### src/rtl/credit_collision.sv
// Ball/credit overlap detector: accumulates overlaps per frame and reports the first hit at the next frame boundary.
// Optional per-credit cooldown is built when CREDIT_COLLISION_COOLDOWN_EN is defined.
module credit_collision #(
  parameter int NUM_CREDITS     = 8,
  parameter int COOLDOWN_FRAMES = 8
) (
  input  logic       clk,
  input  logic       resetN,
  input  logic       startOfFrame,
  input  logic       drawBall,
  input  logic       drawCredit,
  input  logic [3:0] creditIndex,
  output logic       collisionBallCredit,
  output logic [3:0] collisionCreditIndex,
  output logic [7:0] collisionCount
);

  typedef enum logic [1:0] {IDLE, PENDING, REPORT} state_t;

  state_t     state;
  logic [3:0] pendIdx;
  logic       newHit;
  logic       overlap;
  logic       hasPend;
  logic       fireOk;

  assign overlap = drawBall && drawCredit && (int'(creditIndex) < NUM_CREDITS);
  // A hit that arrived with the boundary that entered REPORT is still owed a report.
  assign hasPend = (state == PENDING) || (state == REPORT && newHit);

`ifdef CREDIT_COLLISION_COOLDOWN_EN
  logic [NUM_CREDITS-1:0] seenMask;
  logic [NUM_CREDITS-1:0] hitBit;
  logic [3:0]             cd [NUM_CREDITS];
  logic [3:0]             cdPend;

  always_comb begin
    hitBit = '0;
    if (overlap) hitBit = NUM_CREDITS'(1) << creditIndex;
  end

  always_comb begin
    cdPend = '0;
    for (int k = 0; k < NUM_CREDITS; k++)
      if (pendIdx == 4'(k)) cdPend = cd[k];
  end

  assign fireOk = (cdPend == 4'd0);

  // Boundary overlap belongs to the new frame, so its bit replaces the cleared mask.
  always_ff @(posedge clk or negedge resetN) begin
    if (!resetN) begin
      seenMask <= '0;
      for (int k = 0; k < NUM_CREDITS; k++) cd[k] <= '0;
    end else if (startOfFrame) begin
      seenMask <= hitBit;
      for (int k = 0; k < NUM_CREDITS; k++) begin
        if (seenMask[k])        cd[k] <= 4'(COOLDOWN_FRAMES);
        else if (cd[k] != 4'd0) cd[k] <= cd[k] - 4'd1;
      end
    end else begin
      seenMask <= seenMask | hitBit;
    end
  end
`else
  assign fireOk = 1'b1;
`endif

  always_ff @(posedge clk or negedge resetN) begin
    if (!resetN) begin
      state                <= IDLE;
      pendIdx              <= '0;
      newHit               <= 1'b0;
      collisionBallCredit  <= 1'b0;
      collisionCreditIndex <= '0;
      collisionCount       <= '0;
    end else begin
      collisionBallCredit <= 1'b0;
      newHit              <= 1'b0;
      if (startOfFrame) begin
        if (hasPend && fireOk) begin
          collisionBallCredit  <= 1'b1;
          collisionCreditIndex <= pendIdx;
          if (collisionCount != 8'hFF) collisionCount <= collisionCount + 8'd1;
        end
        if (overlap) pendIdx <= creditIndex;
        if (hasPend) begin
          state  <= REPORT;
          newHit <= overlap;
        end else begin
          state <= overlap ? PENDING : IDLE;
        end
      end else begin
        case (state)
          IDLE: begin
            if (overlap) begin
              pendIdx <= creditIndex;
              state   <= PENDING;
            end
          end
          PENDING: state <= PENDING;
          REPORT: begin
            if (newHit) begin
              state <= PENDING;
            end else if (overlap) begin
              pendIdx <= creditIndex;
              state   <= PENDING;
            end else begin
              state <= IDLE;
            end
          end
          default: state <= IDLE;
        endcase
      end
    end
  end

endmodule

### config.mk
export PLATFORM = sky130hd
export DESIGN_NAME = credit_collision
export DESIGN_NICKNAME = d
export VERILOG_FILES = /design/src/rtl/credit_collision.sv
export SDC_FILE = /design/constraint.sdc
export NUM_CORES = 1
export LEC_CHECK = 0
export BUFFER_PORTS_ARGS = -buffer_cell sky130_fd_sc_hd__buf_4
export CAP_MARGIN = 0
export CORE_UTILIZATION = 50
export CTS_CLUSTER_SIZE = 12
export DETAILED_ROUTE_END_ITERATION = 8
export PLACE_DENSITY = 0.76
export SLEW_MARGIN = 20
export SYNTH_ARGS = -nofsm -noshare
export SYNTH_HDL_FRONTEND = slang
export SYNTH_SLANG_ARGS = --single-unit
### constraint.sdc
create_clock -name clk -period 1.6 [get_ports clk]
set_clock_uncertainty 0.1 [all_clocks]
set_input_delay 0.48 -clock clk [delete_from_list [all_inputs] [get_ports clk]]
set_output_delay 0.48 -clock clk [all_outputs]
set_load 0.02 [all_outputs]
==> results of run 1 <==
## worst paths after layout
path / end / slack (ns) / cells after the start
setup / recovery: collisionCount[6] / 0.05 / 2
hold / removal: pendIdx[0]$_DFFE_PN0P_ / 0.31 / 2
setup reg to reg: collisionCreditIndex[2]$_DFFE_PN0P_ / 0.07 / 4
hold reg to reg: collisionCreditIndex[0]$_DFFE_PN0P_ / 0.39 / 1
max in group asynchronous: collisionCreditIndex[1]$_DFFE_PN0P_ / 0.70 / 2
min in group asynchronous: collisionCount[6]$_DFFE_PN0P_ / 0.48 / 2
## area by class of cell
cell class | instances | area [µm²]
repair buffers | 35 | 293
clock buffers | 4 | 36.3
well taps | 16 | 20.0
multi-input cells | 53 | 390
fillers | 106 | 337
flip-flops and latches | 20 | 500
## metrics by stage
stage | instance area [µm²] | hold slack [ns] | setup slack [ns] | instances
2_1_floorplan | 886 | 0.0844 | 0.00673 | 74
3_3_place_gp | 1150 | 0.270 | -0.0211 | 121
3_5_place_dp | 1150 | 0.271 | -0.0475 | 121
4_1_cts | 1200 | 0.306 | 0.0177 | 126
5_1_grt | 1240 | 0.308 | 0.00550 | 128
6_report | 1240 | 0.312 | 0.0470 | 128
## sequential cells by signal, indices dropped and copies added (netlist names)
| signal | cells |
|---|---|
| collisionBallCredit | 1 |
| collisionCount | 8 |
| collisionCreditIndex | 4 |
| newHit | 1 |
| pendIdx | 4 |
| state | 2 |
## where the power goes
part	internal, mW	switching, mW	total, mW
combinational	0.388	0.406	0.793
sequential	0.656	0.127	0.784
clock	0.139	0.152	0.291
## cells in the final DEF (no fill, tap or decap), types with 2 or more instances in the layout
cell type,instances
buf_4,29
dfrtp_1,20
nand2_1,9
mux2_1,7
nor2_1,5
buf_6,4
a21oi_1,3
mux2_2,3
nand3_1,3
a31oi_1,3
clkbuf_4,3
and2_1,2
nor2b_1,2
## what timing repair did
item,4_1_cts,5_1_grt
resized for setup,0,5
hold endpoints to repair,20,0
hold buffers,1,0
setup buffers,0,2
endpoints found under the setup margin,0,4
## layer usage
metal | track usage | share of wire | vias to the layer above
met3 | 0.0245 | 0.021 | 2
met4 | 0.109 | 0.0081 | 0
li1 | - | - | 345
met5 | 0 | 0 | -
met1 | 0.284 | 0.46 | 350
met2 | 0.350 | 0.51 | 12
## worst max-delay path: stages (launching register included)
cell and delay, ns:
dfrtp_1 0.41, buf_6 0.12, buf_4 0.14
## cell families after synthesis
family / synth area share
AO/OA/AOI/OAI: 0.0975
XOR/XNOR: 0.0198
adder cells (fa/ha/maj): 0.0141
buffers and inverters: 0.00848
flip-flops: 0.565
multiplexers: 0.127
AND/OR/NAND/NOR: 0.168
==> qor.csv, run 1 <==
stage;metric;value;unit
synth;synth-seq-area-share;0.565;
timing;max_freq;0.644;GHz
timing;relSlewSlack;0.759;
drt;wl;1.85;mm
synth;yosys.area.top_type;dfrtp_1;
synth;synth_top_cell_area_share;0.565;
cts;clk_path_buf_depth;2;
setup_path;r2r-start;state[0]$_DFFE_PN0P_;
finish;antennaDiodeCount;0;
drt;drt-initial-drc-count;15;
cts;ctsHtreeMaxLevel;1;
hold_path;hold_path.class;input pin to flip-flop;
drt;wl_per_cell;14.4;µm
timing;period_needed;1.55;ns
setup_path;required;1.02;ns
die;die_area;1940;µm²
synth;synth_most_common_cell;dfrtp_1;
power;p_per_area;1510;nW/µm²
setup_path;worst_setup_path_end_kind;primary output;
finish;drive_gt1_frac;0.402;
timing;final.setup.tns;0;ns
grt;grt_pass1_vias;644;
drt;vias_per_cell;5.54;
setup_path;path_max_fanout;2;
job;drv_cap;0;
timing;report.final.slew_viol_count;0;
synth;netlist_instances;74;
power;peakVddDrop;0.970;mV
setup_path;crit_type;flip-flop to primary output;
placement;dp_hpwl;1.37;mm
placement;gp_congestion;0.802;
grt;globalRouteOverflowTotal;0;
synth;synthArstFlopShare;1.00;
placement;portBuffers;21;
finish;area_growth;40.0;%
cts;clock-root-buffer;clkbuf_4;
run_status;status;complete, no violations;
finish;fin_nets;123;
die;num_io_pins;22;
die;core;1580;µm²
die;rows;14;
cts;clock-sinks;20;
synth;yosysUniqueCellTypes;27;
die;dieWidth;44.1;µm
grt;grt_pass1_wl;2.92;mm
synth;ys_ff_latch;20;
timing;timing.final.crit_share;0.971;
setup_path;crit_start;collisionCount[6]$_DFFE_PN0P_;
grt;grt_util_all_layers;0.215;
cts;cts_tree;yes;
finish;final_util;0.787;
drt;vias;709;
cts;cts_buffers;3;
synth;synth_area_per_cell;12.0;µm²
synth;yosys_warnings;0;
synth;syn_nets;84;
die;start_util;0.562;
power;total_power;1.87;mW
grt;antenna_found_initial;0;
setup_path;start_kind;flip-flop;
power;p_leak;0.601;nW
synth;synth_edf_count;0;
timing;worst_pin_slew;0.358;ns
cts;clkTransAtPathRegs;0.12;ns
hold_path;min-delay-start;creditIndex[0];
timing;setup-violations-final;0;
timing;finalHoldViolCount;0;
drt;antenna_left;0;
die;dieHeight;44.1;µm
drt;drc;0;
synth;netlist_area;886;µm²
synth;ys_top_cells_by_area;dfrtp_1 (56%), mux2_1 (8.9%), nand2_1 (3.8%);
setup_path;critPathArrivalTime;0.97;ns
grt;grt_max_degree;21;
drt;first_pass_iters;6;
timing;rsz0062_at_grt;no;
synth;synth_flop_cell;dfrtp_1;
synth;synth_common_cells;dfrtp_1 (20), nand2_1 (9), mux2_1 (7), nor2_1 (5);
cts;clkLatencyLatePin;0.30;ns
(Power assumes the default switching activity.)
==> run 2, diff against run 1 <==
- CORE_UTILIZATION: 50 -> 35
- PLACE_DENSITY: 0.76 -> default
==> run 2 against run 1 <==
  * Via count is 2.0% lower
  * Critical endpoint is now collisionCount[3]$_DFFE_PN0P_
  * Sequential share of layout area is 0.37 points higher
  * First-iteration DRC count fell by 27%
  * Global-route usage is 6.1 points lower
  * Power shrank 1.3%
  * Largest cell class unchanged
  * Combinational power shrank 2.9%
  * Clock power about the same
  * Count of clock-buffer cells in the layout is the same
  * Final cell count grew 7.0%
  * Fmax is essentially flat
  * Utilization fell by 25 points
  * Sequential cell count unchanged
==> qor.csv, run 2 (synthesis results as in run 1) <==
stage;metric;value;unit;change
finish;final_util;0.535;;was 0.787
power;combinationalPowerShare;0.418;;was 0.425
die;rows;17;;was 14
die;num_io_pins;22;;unchanged
power;p_sw_frac;0.362;;was 0.367
setup_path;crit_path_cell_trace;nand4b_1, nand2_4, nand4_1, mux2_1;;was buf_6, buf_4
timing;finalHoldViolCount;0;;unchanged
timing;layout_setup_ws;0.0470;ns;about the same
timing;report.final.slew_viol_count;0;;unchanged
timing;setup-violations-final;0;;unchanged
timing;period_needed;1.55;ns;about the same
setup_path;worst_setup_path_end_kind;flip-flop;;was primary output
finish;reg.largest.list;collisionCount (8), collisionCreditIndex (4), pendIdx (4);;unchanged
drt;first_pass_iters;4;;was 6
run_status;status;complete, no violations;;unchanged
die;start_util;0.386;;was 0.562
cts;ctsHtreeMaxLevel;1;;unchanged
power;p_per_area;1500;nW/µm²;was 1510 nW/µm²
timing;worst_pin_slew;0.275;ns;was 0.358 ns
hold_path;worstHoldEndpoint;pendIdx[0]$_DFFE_PN0P_;;unchanged
drt;drt-initial-drc-count;11;;was 15
placement;portBuffers;21;;unchanged
finish;layout.cells.non_filler;137;;was 128
drt;vias;695;;was 709
finish;regArea;500;µm²;unchanged
placement;dp_hpwl;1.25;mm;was 1.37 mm
cts;clkLatencyLatePin;0.30;ns;about the same
drt;drc;0;;unchanged
grt;globalRouteOverflowTotal;0;;unchanged
drt;antenna_left;0;;unchanged
finish;antennaDiodeCount;0;;unchanged
setup_path;rrSetupSlack;0.05;ns;was 0.07 ns
grt;antenna_found_initial;0;;unchanged
setup_path;r2r-start;state[0]$_DFFE_PN0P_;;unchanged
cts;clock-sinks;20;;unchanged
timing;timing.final.crit_share;0.971;;about the same
die;core;2300;µm²;was 1580 µm²
hold_path;min-delay-start;creditIndex[0];;unchanged
power;total_power;1.84;mW;was 1.87 mW
grt;grt_pass1_wl;3.01;mm;was 2.92 mm
finish;drive_gt1_frac;0.394;;was 0.402
placement;gp_congestion;0.685;;was 0.802
power;internal-power;1.18;mW;about the same
timing;rsz0062_at_grt;yes;;was no
setup_path;critPathArrivalTime;1.64;ns;was 0.97 ns
finish;layout_commonest_cell;buf_4;;unchanged
hold_path;min_path_cells;2;;unchanged
timing;max_freq;0.644;GHz;about the same
job;drv_cap;0;;unchanged
cts;clkTransAtPathRegs;0.11;ns;was 0.12 ns
finish;fillers;206;;was 106
hold_path;hold_path.class;input pin to flip-flop;;unchanged
setup_path;reg2regPathDepth;4;;unchanged
timing;relSlewSlack;0.817;;was 0.759
grt;grt_max_degree;21;;unchanged
setup_path;slowest_delay;0.42;ns;was 0.41 ns
power;p_clk_frac;0.157;;was 0.156
finish;largest_reg_flops;8;;unchanged
setup_path;cp.depth;4;;was 2
grt;grt_util_all_layers;0.154;;was 0.215
die;dieWidth;52.3;µm;was 44.1 µm
setup_path;crit-reg2reg-capture;collisionCount[3]$_DFFE_PN0P_;;was collisionCreditIndex[2]$_DFFE_PN0P_
drt;wl;1.74;mm;was 1.85 mm
power;p_leak;0.583;nW;was 0.601 nW
drt;vias_per_cell;5.07;;was 5.54
setup_path;path_buf_inv;0;;was 2
finish;regMostFlops;collisionCount;;unchanged
finish;multi_input_area;399;µm²;was 390 µm²
cts;cts_tree;yes;;unchanged
power;p_sw;0.667;mW;was 0.685 mW
placement;dp_cells;132;;was 121
setup_path;cpMaxStageDelayCell;dfrtp_1;;unchanged
grt;grt_pass1_vias;700;;was 644
setup_path;crit_type;flip-flop to flip-flop;;was flip-flop to primary output
die;dieHeight;52.3;µm;was 44.1 µm
finish;fin_nets;120;;was 123
power;peakVddDrop;0.896;mV;was 0.970 mV
finish;area_growth;38.7;%;was 40.0%
finish;final_cell_mix;buf_4 (27), dfrtp_1 (20), nand2_1 (9);;was buf_4 (29), dfrtp_1 (20), nand2_1 (9)
setup_path;required;1.69;ns;was 1.02 ns
die;die_area;2740;µm²;was 1940 µm²
timing;hold_ws;0.312;ns;about the same
cts;clock-root-buffer;clkbuf_4;;unchanged
setup_path;start_kind;flip-flop;;unchanged
setup_path;path_max_fanout;13;;was 2
power;pwr-share-seq;0.425;;was 0.420
placement;post-place-ws;-0.0931;ns;was -0.0475 ns
drt;wl_per_cell;12.7;µm;was 14.4 µm
cts;clk_path_buf_depth;2;;unchanged
setup_path;cp_top_family;simple AND/OR/NAND/NOR gates;;was flip-flops
cts;cts_buffers;3;;unchanged
[run 2: cell count changes in the layout (fill, tap and decap cells not counted), sizes merged]
cell,delta
buf,-3
[run 2: per-layer routing]
metal  vias up  GRT usage  wire length (µm)
met5         -          0                 0
met3         2     0.0609                63
met1       339      0.178               764
li1        341          -                 -
met4         0     0.0658                17
met2        13      0.249               889
[run 2: worst max path at each step]
stage / start / to / slack (ns)
after floorplan: collisionCount[0]$_DFFE_PN0P_ / collisionCount[1]$_DFFE_PN0P_ / 0.007
after global placement: startOfFrame / pendIdx[2]$_DFFE_PN0P_ / -0.08
after detailed placement: startOfFrame / pendIdx[0]$_DFFE_PN0P_ / -0.09
after CTS: collisionCount[4]$_DFFE_PN0P_ / collisionCount[4] / 0.003
after global routing: state[1]$_DFFE_PN0P_ / collisionCount[7]$_DFFE_PN0P_ / -0.03
final: state[0]$_DFFE_PN0P_ / collisionCount[3]$_DFFE_PN0P_ / 0.05
[run 2: metrics by stage]
step           setup TNS, ns  area [µm²]
2_1_floorplan              0         886
3_3_place_gp          -0.259        1150
3_5_place_dp          -0.359        1150
4_1_cts                    0        1190
5_1_grt              -0.0523        1230
6_report                   0        1230
[run 2: layout make-up]
cell class,instances,share of cell area
Tap cell,28,0.0285
Clock buffer,4,0.0295
Sequential cell,20,0.407
Multi-Input combinational cell,53,0.325
Timing Repair Buffer,32,0.210
[run 2: repair_timing]
item	4_1_cts	5_1_grt
gates resized for setup	0	7
setup endpoints to repair	0	9
endpoints found under the hold margin	20	0
setup buffers	0	0
hold buffers	1	0
[run 2: power by group through the flow]
| stage | Sequential (mW) | Combinational [mW] | Clock [mW] |
|---|---|---|---|
| 3_5_place_dp | 0.793 | 0.743 | 0 |
| 4_1_cts | 0.782 | 0.747 | 0.307 |
| 5_1_grt | 0.806 | 0.844 | 0.333 |
| 3_3_place_gp | 0.785 | 0.734 | 0 |
| 6_report | 0.784 | 0.770 | 0.289 |
| 2_1_floorplan | 0.911 | 0.271 | 0 |
